<file path="src/rtl/divider.sv">
// ---------------------------------------------------------------------------
// divider - sequential 32-bit restoring radix-2 integer divider.
//
// One quotient bit per cycle; stall is high for 33 cycles (load + 32 steps),
// and the result is valid in the cycle where stall first drops with run
// still high. Signed dividends (u=1) give floored division, so the
// remainder always satisfies 0 <= rem < y. The divisor is always unsigned.
//
// Ports:
//   clk    in   system clock, rising edge
//   rst    in   synchronous active-high reset
//   run    in   held high for the whole divide
//   u      in   1 = signed dividend (floored), 0 = unsigned
//   x      in   [31:0] dividend, stable while run is high
//   y      in   [31:0] divisor, stable while run is high
//   stall  out  high while the division is in progress
//   quot   out  [31:0] quotient
//   rem    out  [31:0] remainder
// ---------------------------------------------------------------------------
module divider (
    input  logic        clk,
    input  logic        rst,
    input  logic        run,
    input  logic        u,
    input  logic [31:0] x,
    input  logic [31:0] y,
    output logic        stall,
    output logic [31:0] quot,
    output logic [31:0] rem
);

    localparam logic [5:0] LAST = 6'd33;

    logic [5:0]  s;
    logic [63:0] rq;
    logic        neg;
    logic [31:0] xa;
    logic [31:0] r;
    logic [32:0] d;

    // The magnitude of a negative dividend is divided, then the result is
    // folded back into floored form on the output side.
    assign neg = u & x[31];
    assign xa  = neg ? -x : x;

    // Trial subtraction of the divisor from the shifted partial remainder;
    // d[32] set means the subtraction borrowed and the step restores.
    assign r = rq[62:31];
    assign d = {1'b0, r} - {1'b0, y};

    assign stall = run & (s != LAST);

    always_ff @(posedge clk) begin
        if (rst) begin
            s  <= '0;
            rq <= '0;
        end else if (!run) begin
            s <= '0;
        end else if (s != LAST) begin
            s <= s + 6'd1;
            if (s == 6'd0)
                rq <= {32'b0, xa};
            else
                rq <= {(d[32] ? r : d[31:0]), rq[30:0], ~d[32]};
        end
    end

    // Floored correction: a non-zero remainder on a negative dividend pulls
    // the quotient down by one and reflects the remainder into [0, y).
    // -q - 1 is the bitwise complement of q.
    always_comb begin
        quot = rq[31:0];
        rem  = rq[63:32];
        if (neg) begin
            if (rq[63:32] == 32'd0) begin
                quot = -rq[31:0];
                rem  = 32'd0;
            end else begin
                quot = ~rq[31:0];
                rem  = y - rq[63:32];
            end
        end
    end

endmodule

</file>
<file path="config.mk">
export PLATFORM = sky130hd
export DESIGN_NAME = divider
export DESIGN_NICKNAME = d
export VERILOG_FILES = /design/src/rtl/divider.sv
export SDC_FILE = /design/constraint.sdc
export NUM_CORES = 1
export LEC_CHECK = 0
export CAP_MARGIN = 30
export CORE_AREA = 8 8 144 146
export DETAILED_ROUTE_END_ITERATION = 8
export DIE_AREA = 0 0 152 154
export GPL_TIMING_DRIVEN = 0
export MAX_ROUTING_LAYER = met4
export PLACE_DENSITY_LB_ADDON = 0.3
export SLEW_MARGIN = 5
export SYNTH_ARGS = -nofsm -noshare
export SYNTH_HDL_FRONTEND = slang
export SYNTH_SLANG_ARGS = --single-unit
</file>
<file path="constraint.sdc">
create_clock -name clk -period 5 [get_ports clk]
set_clock_uncertainty 0.2 [all_clocks]
set_input_delay 1 -clock clk [delete_from_list [all_inputs] [get_ports clk]]
set_output_delay 1 -clock clk [all_outputs]
set_load 0.01 [all_outputs]
</file>
==> reports/results.ini <==
[placement]
routabilityCongestion = 0.920
io_buffers = 132
post-dp-hpwl_um = 21500
dp_worst_setup_slack_ns = -1.20

[detailed_routing]
drtPass1Iterations = 5
drc = 0
routedWlPerCell_um = 18.0
drt_iter0_markers = 590
antenna_left = 0
wirelength_um = 27600
viasPerCell = 5.85
num_vias = 8979

[floorplanning]
io-pin-count = 133
num_rows = 50
start_util_pct = 44.4
dieArea_um2 = 23400
core_um2 = 18500
die_h_um = 154
dieWidth_um = 152

[critical_path]
startpoint_type = primary input
cp-startpoint = y[19]
required_ns = 3.80
cp-end-kind = primary output
cp.arrival_ns = 3.74
crit_type = primary input to primary output
r2r_slack_ns = 1.47
r2r_start = rq[31]$_SDFFE_PP0P_
reg2reg_depth = 14
r2r_end = rq[36]$_SDFFE_PP0P_
cp_max_fo = 6

[synth]
ys.flop_type = dfxtp_1
avgSynthCellArea_um2 = 7.23
synth-seq-area-share_pct = 17.1
synth_fp_nets = 1272
synth_area_leaders = dfxtp_1, ha_1, xnor2_1
yosysWarnings = 0
netlist_area_um2 = 8190
ys_seq_elements = 70
syn_inst = 1133
synth_top_area_cell = dfxtp_1
synth_cell_types = 78
synthArstFlopShare_pct = 0
synth_edf_count = 0
yosys.area.top_type_share_pct = 17.1

[clock_tree]
clockBufferDepth = 2
clkSinkCount = 70
cts.clk_slew.worst_paths_ns = 0.06
htree_levels = 3
cts_root_buf = clkbuf_16
cts_buffers = 9
cts_tree = yes
clock_latency_ns = 0.35

[timing]
holdWs_ns = 0.288
slew_violations = 0
fmax_mhz = 202
rsz0062_at_grt = true
relSlewSlack_pct = 32.1
worst_slew_pin_slew_ns = 1.01
setup_violations = 0
hold_violations = 0
period_minus_slack_ns = 4.94
setup_tns_ns = 0
period_share_pct = 98.8
setup_slack_ns = 0.0598

[run]
drv_cap = 0

[hold_path]
worstHoldPathCells = 2
worstHoldEndpoint = rq[0]$_SDFFE_PP0P_
min_from = rq[0]$_SDFFE_PP0P_
hold_path_class = register to register

[outcome]
outcome = completed

[layout]
nNetsFinal = 1434
area_growth_pct = 28.9
final_common_cell = nor2_1
n_fill_cell = 1733
layout_common_cells = nor2_1, clkdlybuf4s50_1, nand2_1
drive_above_1_share_pct = 10.3
diodes = 0

[global_routing]
grt_max_degree = 12
grt_pass1_wl_um = 43600
antenna_found_initial = 0
grt_pass1_vias = 8600
grtUsageTotal_pct = 23.1
grt-ovfl-total = 0

[power_and_ir_drop]
vdd_drop_max_uv = 205
finalPower_mw = 1.94
power.density_nw_per_um2 = 184
p_leak_nw = 4.19

[Yosys cell counts (all sizes together) (5+ instances only)]
library cell,instances
or4,5
a21oi,104
mux2i,7
clkbuf,41
or3,10
and2,7
a211oi,27
a21o,20
o41ai,8
o31ai,18
o21bai,7
a32oi,7
nand2b,14
o21ai,73
o211ai,6
xnor2,72
inv,89
dfxtp,70
buf,16
nor4,14
a31oi,6
nand4,10
xor2,36
nand2,99
a22o,11
nor3,24
nand3,33
nor2b,13
nor2,107
o21a,11
o311ai,18
ha,69
a21boi,5
a311oi,11
and3,13
[metrics by stage]
step | util [%] | cells | instance area [µm²]
6_report | 57.2 | 1534 | 10600
3_5_place_dp | 53.1 | 1499 | 9810
3_3_place_gp | 53.1 | 1499 | 9810
2_1_floorplan | - | 1133 | 8190
4_1_cts | 56.5 | 1525 | 10400
5_1_grt | 57.2 | 1534 | 10600
[power by group]
| group | switching [mW] | internal (mW) | leakage (nW) | total (mW) |
|---|---|---|---|---|
| Combinational | 0.364 | 0.314 | 3.49 | 0.678 |
| Clock | 0.265 | 0.386 | 0.137 | 0.651 |
| Sequential | 0.0327 | 0.581 | 0.571 | 0.613 |
[cells by family after synthesis]
family	share of synthesized area (%)
AO/OA/AOI/OAI	31.2
AND/OR/NAND/NOR	21.1
buffers and inverters	7.04
XOR/XNOR	11.5
adder cells (fa/ha/maj)	11.0
flip-flops	17.1
multiplexers	0.993
[flip-flops by register name, summed over array words and instances (netlist names)]
register,count
rq,64
s,6
[what timing repair did]
action,in CTS,in global routing
gates resized for setup,103,39
setup endpoints to repair,33,34
buffers inserted,11,10
endpoints found under the hold margin,0,0
pin swaps,22,16
hold buffers,0,0
[final cells by class]
class / count / area [µm²] / area share (%)
multi-input combinational: 917 / 6590 / 62.4
tap: 234 / 293 / 2.77
sequential: 70 / 1400 / 13.3
timing repair buffer: 152 / 1410 / 13.3
inverter: 89 / 334 / 3.16
clock inverter: 4 / 47.5 / 0.450
buffer: 56 / 250 / 2.37
clock buffer: 12 / 236 / 2.24
[critical path: stages]
cell and delay [ns]:
clkdlybuf4s50_1 0.43, ha_1 0.44, a21o_1 0.25, o31ai_2 0.32
a21oi_4 0.09, buf_4 0.16, a211oi_4 0.26, a31oi_1 0.14
xor2_1 0.16, a22o_1 0.23, clkdlybuf4s15_2 0.24
[per-layer routing]
metal | part of all wire, % | track usage [%]
met1 | 44 | 27.5
met2 | 49 | 40.1
met3 | 5.0 | 2.38
met4 | 2.3 | 7.95
met5 | 0 | -
[how the worst max path moves through the flow]
stage	end	slack (ns)	cells past startpoint
floorplan	rem[29]	0.51	10
global placement	rem[30]	-1.17	14
detailed placement	rem[30]	-1.20	14
CTS	rem[30]	-0.02	12
global route	rem[30]	-0.006	11
finish	rem[30]	0.06	11
(Power assumes the default switching activity.)
